File: src/rtl/reg_bank_wb_if.sv
// Core write-back and DMA register-write handshake bundle for reg_bank_wb.
// Data buses are numbered bit 0 = MSB.
interface reg_bank_wb_if;
    localparam int unsigned AW = 5;
    localparam int unsigned DW = 32;

    // Core write-back port
    logic          wr_en;
    logic [AW-1:0] wr_addr;
    logic [0:DW-1] wr_data;
    logic          core_stall;

    // DMA single-entry write port
    logic          dma_valid;
    logic [AW-1:0] dma_addr;
    logic [0:DW-1] dma_data;
    logic          dma_ready;
    logic          dma_done;

    modport master (
        output wr_en, wr_addr, wr_data, dma_valid, dma_addr, dma_data,
        input  core_stall, dma_ready, dma_done
    );

    modport slave (
        input  wr_en, wr_addr, wr_data, dma_valid, dma_addr, dma_data,
        output core_stall, dma_ready, dma_done
    );
endinterface

File: src/rtl/reg_bank_wb.sv
// 32x32 register bank with core write-back port and a one-entry DMA write buffer
// that steals idle write slots, forcing a core stall after 8 blocked cycles.
// Optional same-cycle write bypass on the named outputs: define REG_BANK_FWD_EN.
module reg_bank_wb #(
    localparam int unsigned AW   = 5,
    localparam int unsigned DW   = 32,
    localparam int unsigned NREG = 32
) (
    input  logic          clk,
    input  logic          rst,
    reg_bank_wb_if.slave  bus,
    output logic [0:DW-1] zero,
    output logic [0:DW-1] v0,
    output logic [0:DW-1] v1,
    output logic [0:DW-1] a0,
    output logic [0:DW-1] a1,
    output logic [0:DW-1] a2,
    output logic [0:DW-1] a3,
    output logic [0:DW-1] t0,
    output logic [0:DW-1] t1,
    output logic [0:DW-1] t2,
    output logic [0:DW-1] t3,
    output logic [0:DW-1] t4,
    output logic [0:DW-1] t5,
    output logic [0:DW-1] t6,
    output logic [0:DW-1] t7,
    output logic [0:DW-1] s0,
    output logic [0:DW-1] s1,
    output logic [0:DW-1] s2,
    output logic [0:DW-1] s3,
    output logic [0:DW-1] s4,
    output logic [0:DW-1] s5,
    output logic [0:DW-1] s6,
    output logic [0:DW-1] s7,
    output logic [0:DW-1] t8,
    output logic [0:DW-1] t9,
    output logic [0:DW-1] gp,
    output logic [0:DW-1] sp,
    output logic [0:DW-1] fp,
    output logic [0:DW-1] ra
);
    localparam int unsigned CW = 3;

    typedef enum logic [1:0] {
        IDLE  = 2'd0,
        PEND  = 2'd1,
        FORCE = 2'd2
    } state_t;

    state_t        state;
    logic [CW-1:0] starve_cnt;
    logic [AW-1:0] buf_addr;
    logic [0:DW-1] buf_data;
    logic          dma_done_q;
    logic [0:DW-1] regs   [NREG];
    logic [0:DW-1] rd_val [NREG];
    logic          core_we_c;
    logic          commit_c;

    // Handshake decode straight from state
    assign bus.dma_ready  = (state == IDLE);
    assign bus.core_stall = (state == FORCE);
    assign bus.dma_done   = dma_done_q;

    // Core and DMA never write on the same edge: PEND commits only when the core is idle
    assign core_we_c = bus.wr_en && (state != FORCE);
    assign commit_c  = (state == FORCE) || ((state == PEND) && !bus.wr_en);

    // DMA buffer FSM with starvation counter and commit pulse
    always_ff @(posedge clk or posedge rst) begin
        if (rst) begin
            state      <= IDLE;
            starve_cnt <= '0;
            buf_addr   <= '0;
            buf_data   <= '0;
            dma_done_q <= 1'b0;
        end else begin
            dma_done_q <= commit_c;
            unique case (state)
                IDLE: begin
                    if (bus.dma_valid) begin
                        buf_addr   <= bus.dma_addr;
                        buf_data   <= bus.dma_data;
                        starve_cnt <= '0;
                        state      <= PEND;
                    end
                end
                PEND: begin
                    if (!bus.wr_en) begin
                        state <= IDLE;
                    end else if (starve_cnt == CW'(7)) begin
                        starve_cnt <= '0;
                        state      <= FORCE;
                    end else begin
                        starve_cnt <= starve_cnt + CW'(1);
                    end
                end
                FORCE: begin
                    starve_cnt <= '0;
                    state      <= IDLE;
                end
                default: begin
                    starve_cnt <= '0;
                    state      <= IDLE;
                end
            endcase
        end
    end

    // Register file; index 0 is never written so it reads as zero
    always_ff @(posedge clk or posedge rst) begin
        if (rst) begin
            for (int i = 0; i < NREG; i++) begin
                regs[i] <= '0;
            end
        end else begin
            if (core_we_c && (bus.wr_addr != '0)) begin
                regs[bus.wr_addr] <= bus.wr_data;
            end
            if (commit_c && (buf_addr != '0)) begin
                regs[buf_addr] <= buf_data;
            end
        end
    end

    // Read view, optionally bypassing the write landing this cycle
    always_comb begin
        for (int i = 0; i < NREG; i++) begin
            rd_val[i] = regs[i];
`ifdef REG_BANK_FWD_EN
            if (!rst && (i != 0)) begin
                if (core_we_c && (bus.wr_addr == AW'(i))) begin
                    rd_val[i] = bus.wr_data;
                end else if (commit_c && (buf_addr == AW'(i))) begin
                    rd_val[i] = buf_data;
                end
            end
`endif
        end
    end

    assign zero = rd_val[0];
    assign v0   = rd_val[2];
    assign v1   = rd_val[3];
    assign a0   = rd_val[4];
    assign a1   = rd_val[5];
    assign a2   = rd_val[6];
    assign a3   = rd_val[7];
    assign t0   = rd_val[8];
    assign t1   = rd_val[9];
    assign t2   = rd_val[10];
    assign t3   = rd_val[11];
    assign t4   = rd_val[12];
    assign t5   = rd_val[13];
    assign t6   = rd_val[14];
    assign t7   = rd_val[15];
    assign s0   = rd_val[16];
    assign s1   = rd_val[17];
    assign s2   = rd_val[18];
    assign s3   = rd_val[19];
    assign s4   = rd_val[20];
    assign s5   = rd_val[21];
    assign s6   = rd_val[22];
    assign s7   = rd_val[23];
    assign t8   = rd_val[24];
    assign t9   = rd_val[25];
    assign gp   = rd_val[28];
    assign sp   = rd_val[29];
    assign fp   = rd_val[30];
    assign ra   = rd_val[31];
endmodule
File: src/flat_wrapper.sv
// flat-port wrapper written by rule: the top's interface ports become plain ports
module reg_bank_wb_flat 
#(
    localparam int unsigned AW   = 5,
    localparam int unsigned DW   = 32,
    localparam int unsigned NREG = 32
)
  (clk, rst, zero, v0, v1, a0, a1, a2, a3, t0, t1, t2, t3, t4, t5, t6, t7, s0, s1, s2, s3, s4, s5, s6, s7, t8, t9, gp, sp, fp, ra, bus_wr_en, bus_wr_addr, bus_wr_data, bus_dma_valid, bus_dma_addr, bus_dma_data, bus_core_stall, bus_dma_ready, bus_dma_done);
  reg_bank_wb_if bus_i ();
  input  logic clk;
  input  logic rst;
  output logic [0:DW-1] zero;
  output logic [0:DW-1] v0;
  output logic [0:DW-1] v1;
  output logic [0:DW-1] a0;
  output logic [0:DW-1] a1;
  output logic [0:DW-1] a2;
  output logic [0:DW-1] a3;
  output logic [0:DW-1] t0;
  output logic [0:DW-1] t1;
  output logic [0:DW-1] t2;
  output logic [0:DW-1] t3;
  output logic [0:DW-1] t4;
  output logic [0:DW-1] t5;
  output logic [0:DW-1] t6;
  output logic [0:DW-1] t7;
  output logic [0:DW-1] s0;
  output logic [0:DW-1] s1;
  output logic [0:DW-1] s2;
  output logic [0:DW-1] s3;
  output logic [0:DW-1] s4;
  output logic [0:DW-1] s5;
  output logic [0:DW-1] s6;
  output logic [0:DW-1] s7;
  output logic [0:DW-1] t8;
  output logic [0:DW-1] t9;
  output logic [0:DW-1] gp;
  output logic [0:DW-1] sp;
  output logic [0:DW-1] fp;
  output logic [0:DW-1] ra;
  input wire logic [$bits(bus_i.wr_en)-1:0] bus_wr_en;
  input wire logic [$bits(bus_i.wr_addr)-1:0] bus_wr_addr;
  input wire logic [$bits(bus_i.wr_data)-1:0] bus_wr_data;
  input wire logic [$bits(bus_i.dma_valid)-1:0] bus_dma_valid;
  input wire logic [$bits(bus_i.dma_addr)-1:0] bus_dma_addr;
  input wire logic [$bits(bus_i.dma_data)-1:0] bus_dma_data;
  output wire logic [$bits(bus_i.core_stall)-1:0] bus_core_stall;
  output wire logic [$bits(bus_i.dma_ready)-1:0] bus_dma_ready;
  output wire logic [$bits(bus_i.dma_done)-1:0] bus_dma_done;
  assign bus_i.wr_en = bus_wr_en;
  assign bus_i.wr_addr = bus_wr_addr;
  assign bus_i.wr_data = bus_wr_data;
  assign bus_i.dma_valid = bus_dma_valid;
  assign bus_i.dma_addr = bus_dma_addr;
  assign bus_i.dma_data = bus_dma_data;
  assign bus_core_stall = bus_i.core_stall;
  assign bus_dma_ready = bus_i.dma_ready;
  assign bus_dma_done = bus_i.dma_done;
  reg_bank_wb u_core (.clk(clk), .rst(rst), .bus(bus_i), .zero(zero), .v0(v0), .v1(v1), .a0(a0), .a1(a1), .a2(a2), .a3(a3), .t0(t0), .t1(t1), .t2(t2), .t3(t3), .t4(t4), .t5(t5), .t6(t6), .t7(t7), .s0(s0), .s1(s1), .s2(s2), .s3(s3), .s4(s4), .s5(s5), .s6(s6), .s7(s7), .t8(t8), .t9(t9), .gp(gp), .sp(sp), .fp(fp), .ra(ra));
endmodule
File: config.mk
export PLATFORM = sky130hd
export DESIGN_NAME = reg_bank_wb_flat
export DESIGN_NICKNAME = d
export VERILOG_FILES = /design/src/rtl/reg_bank_wb_if.sv /design/src/rtl/reg_bank_wb.sv /design/src/flat_wrapper.sv
export SDC_FILE = /design/constraint.sdc
export NUM_CORES = 2
export LEC_CHECK = 0
export BUFFER_PORTS_ARGS = -buffer_cell sky130_fd_sc_hd__buf_2
export CAP_MARGIN = 10
export CORE_AREA = 8 8 391 393
export DETAILED_ROUTE_END_ITERATION = 6
export DIE_AREA = 0 0 399 401
export PLACE_DENSITY_LB_ADDON = 0.05
export SYNTH_ARGS = -nofsm -noshare
export SYNTH_HDL_FRONTEND = slang
export SYNTH_SLANG_ARGS = --single-unit
File: constraint.sdc
create_clock -name clk -period 40.3 [get_ports clk]
set_input_delay 4.03 -clock clk [delete_from_list [all_inputs] [get_ports clk]]
set_output_delay 4.03 -clock clk [all_outputs]
set_load 0.02 [all_outputs]
# Word-level counts from Yosys, hierarchy flattened

Cells that the tools add are included.

$add $sub $neg: 1
Order comparisons: 4
Equality and inequality tests: 7
Multiplexer cells: 16
Bitwise operators: 2
Reductions and logical operators: 14

Operators with widths:

| cell                | count |
|---|---|
| $bwmux 1024         | 2 |
| $mux 1024           | 2 |
| $demux 32 s5        | 2 |
| $mux 32             | 2 |
| $ge 6x6->1 const B  | 2 |
| $lt 6x1->1 const B  | 2 |
| $not 5->6           | 2 |
| $reduce_bool 5->1   | 2 |
| $mux 3              | 3 |
| $logic_and 1x1->1   | 6 |
| $mux 2              | 3 |
| $ne 2x2->1 const B  | 3 |
| $pmux 3 s2          | 1 |
| $reduce_and 2->1    | 3 |
| $pmux 2 s2          | 1 |
| $add 3x1->3 const B | 1 |
| $eq 3x3->1 const B  | 1 |
| $ne 3x3->1 const B  | 1 |
| $eq 2x1->1 const B  | 1 |
| $eq 2x2->1 const B  | 1 |
| $logic_not 2->1     | 1 |
| $logic_not 1->1     | 1 |
| $logic_or 1x1->1    | 1 |

Flip-flop bits (word level): 1067
Bits of input ports: 78
Output and inout port bits: 931
Logic and storage cells: 81

# Longest topological paths before layout

Depth after elaboration: 9
Gate-level depth with buffers: 9

# Least setup slack after synthesis

OpenSTA, ideal clock, no wires.

Kind: in2reg
Start: in bus_wr_addr[1]
End: reg u_core.regs (netlist bit u_core.t5[0])
Library setup time: 0.137 ns
Arrival time: 5.347 ns
Data required time: 40.163 ns
Path slack: 34.816 ns
Stages: 7
Cell sequence: buf_4 > nand2b_1 > buf_2 > nor4_4 > buf_6 > mux2i_1 > a21oi_1

Word-level cells in the longest chain between the ends: 9
Elaborated cells on any way between the ends: 12
Those cells by class: order compare: 2; mux: 6; bitwise: 1; reduce/logical: 3

Ends and longest elaborated chain:

| element                                                        | line               | text |
|---|---|---|
| start, declared                                                | flat_wrapper.sv:42 | `input wire logic [$bits(bus_i.wr_addr)-1:0] bus_wr_addr;` |
| $not 5->6 (not written as such)                                | reg_bank_wb.sv:118 | `regs[bus.wr_addr] <= bus.wr_data;` |
| $ge 6x6->1 (not written as such) or $lt 6x1->1 (tied branches) | reg_bank_wb.sv:118 |  |
| $logic_and 1x1->1 (not written as such)                        | reg_bank_wb.sv:118 |  |
| $mux 32 (not written as such)                                  | reg_bank_wb.sv:118 |  |
| $demux 32 s5                                                   | reg_bank_wb.sv:118 |  |
| $bwmux 1024                                                    | reg_bank_wb.sv:118 |  |
| $mux 1024 (*)                                                  | reg_bank_wb.sv:117 | `if (core_we_c && (bus.wr_addr != '0)) begin` |
| $bwmux 1024                                                    | reg_bank_wb.sv:121 | `regs[buf_addr] <= buf_data;` |
| $mux 1024 (*)                                                  | reg_bank_wb.sv:120 | `if (commit_c && (buf_addr != '0)) begin` |
| end signal, assigned by index                                  | reg_bank_wb.sv:118 |  |
| end signal, assigned by index                                  | reg_bank_wb.sv:121 |  |
| end, declared                                                  | reg_bank_wb.sv:55  | `logic [0:DW-1] regs [NREG];` |

Every way passes the cells marked *; elsewhere a longest branch is shown, timed or not.
A chain may end at the register's enable or synchronous reset.

==> results.yml <==
outcome:
  outcome: "finished, final reports clean"
setup_path:
  critPathArrivalTime_ns: 8.05
  worstSetupStartpointType: "primary input"
  cp_max_fo: 96
  cp_slowest_stage_delay_ns: 0.85
  crit_buf_inv: 6
  slowest_stage: "buf_4"
  critPathCaptureType: "async pin"
  crit_required_ns: 41.02
  crit_family: "buffers and inverters"
  path_cells: "buf_2 > inv_8 > buf_4 > buf_4 > buf_4 > buf_4"
  crit_type: "primary input to async pin"
  cpMostUsedCell: "buf_4"
synth:
  synth-seq-cells: 971
  post-synth-top-count-cell: "dfrtp_1"
  synth-edff-count: 0
  synthCells: 4329
  yosys_warnings: 0
  yosys.area.top_type: "dfrtp_1"
  yosys-top-cells-area: "dfrtp_1 (53%), mux2i_1 (20%), a21oi_1 (9.9%)"
  synth_ff_type: "dfrtp_1"
  syn-cell-area_mm2: 0.0454
  ys_seq_area_share_pct: 53.5
  synth_commonest_cells: "dfrtp_1 (971), nor2_1 (906), a21oi_1 (897)"
  synth_cell_types: 47
  synth_top_area_share_pct: 53.5
  synth_fp_nets: 4409
  synth_async_sr_flop_share_pct: 100
  syn_area_per_cell_um2: 10.5
die:
  die_h_um: 401
  core_area_mm2: 0.147
  num_rows: 141
  die_w_um: 399
  start_util_pct: 30.9
  die_area_mm2: 0.160
  io_pins: 1009
routing:
  route.detailed.vias_per_inst: 4.93
  wl_per_cell_um: 29.9
  antenna_left: 0
  drt_pass1_iterations: 7
  vias: 34900
  wl_um: 211000
  drt_iter0_markers: 2185
  drc_errors: 0
clocking:
  htreeDepth: 3
  cts_root_buf: "clkbuf_16"
  clock_sinks: 971
  cts_tree: "built"
  cts.hold.buffers_added: 0
  numCtsBuffers: 115
  postCtsSetupBuffers: 0
  path_clk_slew_ns: 0.06
  insertion_delay_ns: 0.74
  cts_buffer_depth: 3
  cts_resized: 0
timing:
  tightest_slew_ns: 1.05
  finalMaxSlewViolations: 0
  fmax_mhz: 136
  finalHoldViolCount: 0
  slew_headroom_pct: 29.2
  finClkSkew_ns: 0.0439
  rsz0062_at_grt: "no"
  min_period_ns: 7.33
  fin_crit_sh_pct: 18.2
  fin_setup_tns_ns: 0
  holdWs_ns: 0.370
  final-setup-viol-count: 0
grt:
  antenna_found_initial: 16
  overflow: 0
  grt_pass1_wl_um: 290000
  grt_use_total_pct: 25.3
  grt_max_degree: 173
  grt_pass1_vias: 33600
final_layout:
  syn_to_final_growth_pct: 21.5
  nets: 5126
  drive_gt1_share_pct: 27.2
power_and_ir_drop:
  p_leak_nw: 28.0
  powerDensity_mw_per_mm2: 87.6
  ir_worst_vdd_mv: 0.0370
place:
  dp_hpwl_um: 142000
  gp_congestion: 0.764
  port-buffer-count: 1008
min_path:
  hold_class: "register to register"
flow_run:
  drv_cap: 0
[power breakdown]
group / total, W / internal (W) / switching (W)
Clock: 0.00106 / 0.000614 / 0.000445
Sequential: 0.00175 / 0.00144 / 0.000310
Combinational: 0.00203 / 0.000644 / 0.00138
[path summary, 6_finish.rpt]
path,startpoint,end,slack [ns],depth (start not counted)
setup / recovery,rst,u_core.a3[2]$_DFF_PP0_,32.97,6
hold / removal,u_core.zero[2]$_DFF_PP0_,u_core.zero[2]$_DFF_PP0_,0.37,0
setup reg to reg,u_core.state[0]$_DFFE_PP0P_,u_core.t6[16]$_DFF_PP0_,36.96,7
hold reg to reg,u_core.zero[2]$_DFF_PP0_,u_core.zero[2]$_DFF_PP0_,0.37,0
max in group clk,u_core.state[0]$_DFFE_PP0P_,bus_core_stall,33.69,4
min in group asynchronous,rst,u_core.t9[28]$_DFF_PP0_,3.42,2
[layout make-up]
cell class,instances,area [µm²]
Fill cell,15000,91600
Sequential cell,971,24300
Multi-Input combinational cell,2842,18800
Timing Repair Buffer,1110,5820
Clock buffer,194,3620
Tap cell,1930,2410
Clock inverter,18,195
Inverter,6,37.5
Antenna cell,8,20.0
[metrics by stage]
stage          utilization [%]  cell area (µm²)  cells  setup slack (ns)  total power [W]
4_1_cts                   37.6            55200   7071             32.78          0.00490
5_1_grt                   37.6            55200   7074             32.36          0.00508
3_5_place_dp              35.0            51300   6859             31.97          0.00382
6_report                  37.6            55200   7079             32.97          0.00483
2_1_floorplan                -            45400   4329              8.96          0.00283
3_3_place_gp              35.0            51300   6859             31.93          0.00380
[cells in the final DEF, fill, tap and decap left out, types with 3 or more instances in the layout]
master     count
dfrtp_1      962
diode_2        8
nor2_1       906
buf_2       1008
a22oi_1        6
clkinv_2      13
nand2_1        4
nor4_4         6
nand4_4        5
clkbuf_8      38
clkbuf_1      38
dfrtp_2        9
nor3b_4        3
nor3_4         6
nor2b_1        7
mux2_2        39
inv_1          4
nand3_4        4
mux2i_1      887
nand4_1        4
a21oi_1      897
buf_4        101
o211ai_4      28
nand2b_1       6
and2_1         3
and3b_1        3
clkbuf_16    118
[kinds of logic (layout without fill, tap and decap cells)]
logic type	count (synthesis)	in the layout	synth area share (%)
buf+inv	516	1328	5.77
fa+ha+maj	2	2	0.0551
other cells	0	8	0
flops	971	971	53.5
mux	926	926	20.5
compound gates	937	937	11.0
simple gates	977	977	9.13
[per-layer routing]
layer  vias to the layer above  wire (µm)  global-route usage, %
met5                         -         13                      0
met1                     17300      87200                   31.7
met2                      1139     101000                   42.0
met3                       204      17300                   7.60
li1                      16200          -                      -
met4                         2       6080                   7.27
Power figures use the tool's default switching activity.
